`src/rtl/wta_round_ctrl_if.sv`:
```
// Bundle between the round controller and its host.
// Signal names follow the controller's point of view.
interface wta_round_ctrl_if #(
  parameter int N  = 8,
  parameter int CW = 12
);
  logic          i_start;
  logic          i_abort;
  logic [2:0]    i_k;
  logic [CW-1:0] i_timeout;
  logic [N-1:0]  i_fall;
  logic          o_pwm_tri;
  logic          o_busy;
  logic          o_done;
  logic          o_valid;
  logic          o_timeout;
  logic [N-1:0]  o_winners;
  logic [3:0]    o_nwin;
  logic [$clog2(N)-1:0] o_first_idx;
  logic [CW-1:0] o_first_time;

  modport master (
    output i_start, i_abort, i_k, i_timeout, i_fall,
    input  o_pwm_tri, o_busy, o_done, o_valid, o_timeout,
    input  o_winners, o_nwin, o_first_idx, o_first_time
  );

  modport slave (
    input  i_start, i_abort, i_k, i_timeout, i_fall,
    output o_pwm_tri, o_busy, o_done, o_valid, o_timeout,
    output o_winners, o_nwin, o_first_idx, o_first_time
  );
endinterface

```
`src/rtl/wta_round_ctrl.sv`:
```
// Winner-take-all round sequencer: trigger PWM,
// collect falls in arrival order up to K winners.
module wta_round_ctrl #(
  parameter int N          = 8,
  parameter int CW         = 12,
  parameter int TRI_CYCLES = 2
) (
  input logic            clk,
  input logic            rst_n,
  wta_round_ctrl_if.slave bus
);
  localparam int IW = $clog2(N);
  localparam int TW = (TRI_CYCLES > 1) ? $clog2(TRI_CYCLES) : 1;
  localparam logic [TW-1:0] TRI_LAST = TW'(TRI_CYCLES - 1);

  typedef enum logic [1:0] {
    IDLE,
    ARM,
    RUN,
    DONE
  } state_t;

  state_t        state;
  logic [3:0]    k_q;
  logic [CW-1:0] tmo_q;
  logic [CW-1:0] cnt;
  logic [TW-1:0] tri_cnt;

  logic [N-1:0]  fresh;
  logic [N-1:0]  acc;
  logic [3:0]    room;
  logic [3:0]    nacc;
  logic [3:0]    nwin_nx;
  logic [IW-1:0] acc_idx;
  logic          any_acc;
  logic          full;
  logic          tmo_hit;

  // Lowest-index-first acceptance limited by remaining room.
  always_comb begin
    fresh   = bus.i_fall & ~bus.o_winners;
    room    = k_q - bus.o_nwin;
    acc     = '0;
    nacc    = '0;
    acc_idx = '0;
    for (int i = 0; i < N; i++) begin
      if (fresh[i] && (nacc < room)) begin
        acc[i] = 1'b1;
        nacc   = nacc + 4'd1;
      end
    end
    for (int i = N - 1; i >= 0; i--) begin
      if (acc[i]) acc_idx = IW'(i);
    end
    any_acc = |acc;
    nwin_nx = bus.o_nwin + nacc;
    full    = (nwin_nx == k_q);
    tmo_hit = (tmo_q != '0) && (cnt == tmo_q - CW'(1));
  end

  // Round FSM with registered outputs; abort overrides all.
  always_ff @(posedge clk or negedge rst_n) begin
    if (!rst_n) begin
      state            <= IDLE;
      k_q              <= '0;
      tmo_q            <= '0;
      cnt              <= '0;
      tri_cnt          <= '0;
      bus.o_pwm_tri    <= 1'b0;
      bus.o_busy       <= 1'b0;
      bus.o_done       <= 1'b0;
      bus.o_valid      <= 1'b0;
      bus.o_timeout    <= 1'b0;
      bus.o_winners    <= '0;
      bus.o_nwin       <= '0;
      bus.o_first_idx  <= '0;
      bus.o_first_time <= '0;
    end else if (bus.i_abort) begin
      state         <= IDLE;
      bus.o_pwm_tri <= 1'b0;
      bus.o_busy    <= 1'b0;
      bus.o_done    <= 1'b0;
      bus.o_valid   <= 1'b0;
    end else begin
      bus.o_done <= 1'b0;
      unique case (state)
        IDLE: begin
          if (bus.i_start) begin
            state            <= ARM;
            k_q              <= {1'b0, bus.i_k} + 4'd1;
            tmo_q            <= bus.i_timeout;
            cnt              <= '0;
            tri_cnt          <= '0;
            bus.o_pwm_tri    <= 1'b1;
            bus.o_busy       <= 1'b1;
            bus.o_valid      <= 1'b0;
            bus.o_timeout    <= 1'b0;
            bus.o_winners    <= '0;
            bus.o_nwin       <= '0;
            bus.o_first_idx  <= '0;
            bus.o_first_time <= '0;
          end
        end
        ARM: begin
          tri_cnt <= tri_cnt + TW'(1);
          if (tri_cnt == TRI_LAST) begin
            state         <= RUN;
            bus.o_pwm_tri <= 1'b0;
          end
        end
        RUN: begin
          if (cnt != '1) cnt <= cnt + CW'(1);
          bus.o_winners <= bus.o_winners | acc;
          bus.o_nwin    <= nwin_nx;
          if (any_acc && (bus.o_nwin == 4'd0)) begin
            bus.o_first_idx  <= acc_idx;
            bus.o_first_time <= cnt;
          end
          if (full || tmo_hit) begin
            state         <= DONE;
            bus.o_busy    <= 1'b0;
            bus.o_done    <= 1'b1;
            bus.o_valid   <= 1'b1;
            bus.o_timeout <= ~full;
          end
        end
        DONE: state <= IDLE;
        default: state <= IDLE;
      endcase
    end
  end
endmodule

```
`src/flat_wrapper.sv`:
```
// flat-port wrapper written by rule: the top's interface ports become plain ports
module wta_round_ctrl_flat 
#(
  parameter int N          = 8,
  parameter int CW         = 12,
  parameter int TRI_CYCLES = 2
)
  (clk, rst_n, bus_i_start, bus_i_abort, bus_i_k, bus_i_timeout, bus_i_fall, bus_o_pwm_tri, bus_o_busy, bus_o_done, bus_o_valid, bus_o_timeout, bus_o_winners, bus_o_nwin, bus_o_first_idx, bus_o_first_time);
  wta_round_ctrl_if #(.N(N), .CW(CW)) bus_i ();
  input logic clk;
  input logic rst_n;
  input wire logic [$bits(bus_i.i_start)-1:0] bus_i_start;
  input wire logic [$bits(bus_i.i_abort)-1:0] bus_i_abort;
  input wire logic [$bits(bus_i.i_k)-1:0] bus_i_k;
  input wire logic [$bits(bus_i.i_timeout)-1:0] bus_i_timeout;
  input wire logic [$bits(bus_i.i_fall)-1:0] bus_i_fall;
  output wire logic [$bits(bus_i.o_pwm_tri)-1:0] bus_o_pwm_tri;
  output wire logic [$bits(bus_i.o_busy)-1:0] bus_o_busy;
  output wire logic [$bits(bus_i.o_done)-1:0] bus_o_done;
  output wire logic [$bits(bus_i.o_valid)-1:0] bus_o_valid;
  output wire logic [$bits(bus_i.o_timeout)-1:0] bus_o_timeout;
  output wire logic [$bits(bus_i.o_winners)-1:0] bus_o_winners;
  output wire logic [$bits(bus_i.o_nwin)-1:0] bus_o_nwin;
  output wire logic [$bits(bus_i.o_first_idx)-1:0] bus_o_first_idx;
  output wire logic [$bits(bus_i.o_first_time)-1:0] bus_o_first_time;
  assign bus_i.i_start = bus_i_start;
  assign bus_i.i_abort = bus_i_abort;
  assign bus_i.i_k = bus_i_k;
  assign bus_i.i_timeout = bus_i_timeout;
  assign bus_i.i_fall = bus_i_fall;
  assign bus_o_pwm_tri = bus_i.o_pwm_tri;
  assign bus_o_busy = bus_i.o_busy;
  assign bus_o_done = bus_i.o_done;
  assign bus_o_valid = bus_i.o_valid;
  assign bus_o_timeout = bus_i.o_timeout;
  assign bus_o_winners = bus_i.o_winners;
  assign bus_o_nwin = bus_i.o_nwin;
  assign bus_o_first_idx = bus_i.o_first_idx;
  assign bus_o_first_time = bus_i.o_first_time;
  wta_round_ctrl #(.N(N), .CW(CW), .TRI_CYCLES(TRI_CYCLES)) u_core (.clk(clk), .rst_n(rst_n), .bus(bus_i));
endmodule
```
`config.mk`:
```
export PLATFORM = sky130hd
export DESIGN_NAME = wta_round_ctrl_flat
export DESIGN_NICKNAME = d
export VERILOG_FILES = /design/src/rtl/wta_round_ctrl_if.sv /design/src/rtl/wta_round_ctrl.sv /design/src/flat_wrapper.sv
export SDC_FILE = /design/constraint.sdc
export NUM_CORES = 1
export LEC_CHECK = 0
export BUFFER_PORTS_ARGS = -buffer_cell sky130_fd_sc_hd__buf_2
export CAP_MARGIN = 0
export CORE_MARGIN = 2
export CORE_UTILIZATION = 35
export CTS_CLUSTER_DIAMETER = 40
export DETAILED_ROUTE_END_ITERATION = 10
export SLEW_MARGIN = 5
export SYNTH_ARGS = -nofsm -noshare
export SYNTH_HDL_FRONTEND = slang
export SYNTH_SLANG_ARGS = --single-unit
```
`constraint.sdc`:
```
create_clock -name clk -period 14.02 [get_ports clk]
set_input_delay 0.701 -clock clk [delete_from_list [all_inputs] [get_ports clk]]
set_output_delay 0.701 -clock clk [all_outputs]
set_load 0.02 [all_outputs]
```
==> run_results.csv <==
group,metric,value,unit
critical_path,critical_path_class,"reg2reg",
critical_path,reg2reg_slack,1.22,ns
routing,vias,4034,
cells_and_area,stdcell_count,746,
placed_design,gp_congestion,0.981,
timing,setup_tns,0,ns
synthesis,syn_area,0.00460,mm^2
critical_path,reg2regPathDepth,57,
global_routing,grt_usage,16.7,%
routing,dr.first_iter.drc_count,350,
synthesis,yosysSeqAreaShare,34.3,%
synthesis,ys_ff_latch,63,
placed_design,place_area,0.00503,mm^2
placed_design,port_buffers,58,
critical_path,r2r-start,"u_core.bus.o_nwin[0]",
cells_and_area,postLayoutCoreUtil,41.9,%
cts,cts_buffer_depth,2,
cells_and_area,fin_area,0.00533,mm^2
outcome,status,"complete, no violations",
cts,post-cts-setup-buffer-count,0,
cts,clk_latency,0.32,ns
global_routing,grt_pass1_wl,19300,um
die,io_pins,59,
critical_path,arrival,13.01,ns
synthesis,synth_top_area_cell,"dfrtp_1",
cts,cts-root-buf,"clkbuf_16",
timing,rsz0062_at_grt,"false",
synthesis,synth_top_area_share,34.3,%
worst_hold_path,min_path_cells,1,
timing,fin_skew,0.0136,ns
timing,slew_viol_final,0,
global_routing,grt_max_degree,64,
cts,cts_resized,0,
critical_path,worst_path_largest_cell_delay,0.46,ns
synthesis,synth_cells,515,
die,core_area,0.0127,mm^2
cts,cts_buffers,9,
die,die_x,119,um
cells_and_area,final_nets,634,
cells_and_area,layout_common_cells,"dfrtp_1 (63), buf_2 (58), nor2_1 (55)",
global_routing,grt_pass1_vias,3958,
synthesis,async_flop_share,100,%
cts,cts_hold_buf,0,
placed_design,dp.cells,731,
synthesis,synth_area_leaders,"dfrtp_1 (34%), ha_1 (9.5%), nor2_1 (4.5%), mux2_2 (3.9%), xor2_1 (3.8%)",
die,die-area,0.0141,mm^2
timing,fmax,78.1,MHz
worst_hold_path,hold_path_end,"u_core.bus.o_first_time[2]",
worst_hold_path,worstHoldStart,"u_core.bus.o_first_time[2]",
critical_path,setup.worst_path.start,"u_core.bus.o_nwin[0]",
job,drv_cap,0,
timing,min_period,12.80,ns
routing,wl_per_cell,15.5,um
critical_path,worstSetupEndpointType,"register",
routing,drc,0,
cells_and_area,area_delta_synth_final,16.0,%
critical_path,cp_top_family,"compound AO/OA/AOI/OAI gates",
timing,period_share,91.3,%
global_routing,antenna_found_initial,0,
critical_path,critical_path_required,14.23,ns
synthesis,syn_nets,579,
synthesis,yosysUniqueCellTypes,66,
critical_path,cpMaxStageDelayCell,"a211oi_1",
cts,ctsHtreeMaxLevel,3,
timing,worstMarginPinSlew,1.01,ns
timing,setup_viol_count_final,0,
routing,routed_via_density,5.41,
timing,finalHoldViolations,0,
critical_path,crit_buf_inv,3,
die,initial_core_util,36.1,%
synthesis,synth_ff_type,"dfrtp_1",
cells_and_area,final_layout_size_suffix_gt1_share,18.6,%
critical_path,cp-start-kind,"register",
critical_path,r2r_end,"u_core.bus.o_valid",
cells_and_area,fill_cells,1330,
timing,relSlewSlack,32.3,%
synthesis,avgSynthCellArea,8.92,um^2
cells_and_area,multiInputGateArea,0.00285,mm^2
synthesis,yosysWarnings,0,
routing,ant_nets,0,
cells_and_area,diodes,0,
die,fp-row-count,41,
critical_path,cp_common_cell,"ha_1",
routing,drt-pass1-iter-count,5,
worst_hold_path,hold_path.class,"reg2reg",
synthesis,synth_edf_count,0,
cells_and_area,layout_commonest_cell,"dfrtp_1",
cts,cts_tree,"yes",
critical_path,crit_fanout,8,
cts,clk_pin_slew,0.06,ns
routing,routed_wl,11600,um
placed_design,dpl.hpwl,8800,um
die,die_y,119,um
cts,cts.sinks,63,
global_routing,grt-ovfl-total,0,
cells_and_area,seqCellArea,0.00158,mm^2
==> synth_stat cells (7+ instances only) <==
master,count
and3_1,7
o21a_1,8
nand4_1,8
or3_1,7
nor3_1,15
mux2_2,16
xnor2_1,16
nand2b_1,8
dfrtp_1,63
a21oi_1,32
nand3_1,16
clkbuf_1,9
inv_1,22
a22o_1,12
xor2_1,20
o21ai_0,24
nor2_1,55
ha_1,35
nand2_1,46
==> sequential cells by signal, summed over array words and instances, names as in the netlist <==
signal                   count
u_core.bus.o_winners         8
u_core.bus.o_first_time     12
u_core.cnt                  12
u_core.tmo_q                12
u_core.bus.o_busy            1
u_core.state                 2
u_core.bus.o_nwin            4
u_core.tri_cnt               1
u_core.bus.o_pwm_tri         1
u_core.bus.o_timeout         1
u_core.bus.o_done            1
u_core.bus.o_valid           1
u_core.bus.o_first_idx       3
u_core.k_q                   4
==> worst max path at each step <==
stage | to | slack (ns) | cells past startpoint
after floorplan | u_core.bus.o_valid | 2.78 | 58
after global placement | u_core.bus.o_valid | 2.00 | 57
after detailed placement | u_core.bus.o_valid | 1.43 | 58
after CTS | u_core.bus.o_valid | 1.38 | 58
after global routing | u_core.bus.o_valid | 0.30 | 58
final | u_core.bus.o_valid | 1.22 | 57
==> per-stage QoR <==
stage               setup WS [ns]  hold slack [ns]
floorplan                    2.78            0.405
global placement             2.00            0.475
detailed placement           1.43            0.491
CTS                          1.38            0.506
global route                0.302            0.525
finish                       1.22            0.500
==> cell type report <==
type,instances,area share (%)
clock buffer,12,4.81
tap,172,4.04
timing repair buffer,60,5.73
clock inverter,3,0.798
multi-input combinational,414,53.5
inverter,22,1.55
sequential,63,29.6
==> per-layer routing <==
metal  track usage [%]  part of all wire, %  wire length (um)  vias to the layer above
li1                  -                    -                 -                     1975
met1              23.5                   49              5680                     1945
met2              26.4                   45              5260                      102
met3              2.36                  4.4               509                       12
met4              5.51                  1.3               156                        0
met5                 0                    0                 0                        -
==> kinds of logic (layout without fill, tap and decap cells) <==
kind of cell,after synthesis,count (layout),share of synthesized area [%]
AOI/OAI and AO/OA,127,127,18.9
DFF,63,63,34.3
xor gates and xnor gates,36,36,6.86
buffers and inverters,38,97,3.68
adders and majority gates,37,37,10.4
and+or+nand+nor,193,193,20.9
muxes,20,20,4.90
other,1,1,0.0816
Power is left out: the tool's default activity adds up to more than one toggle a clock period on the data nets, which glitch-free logic cannot reach.
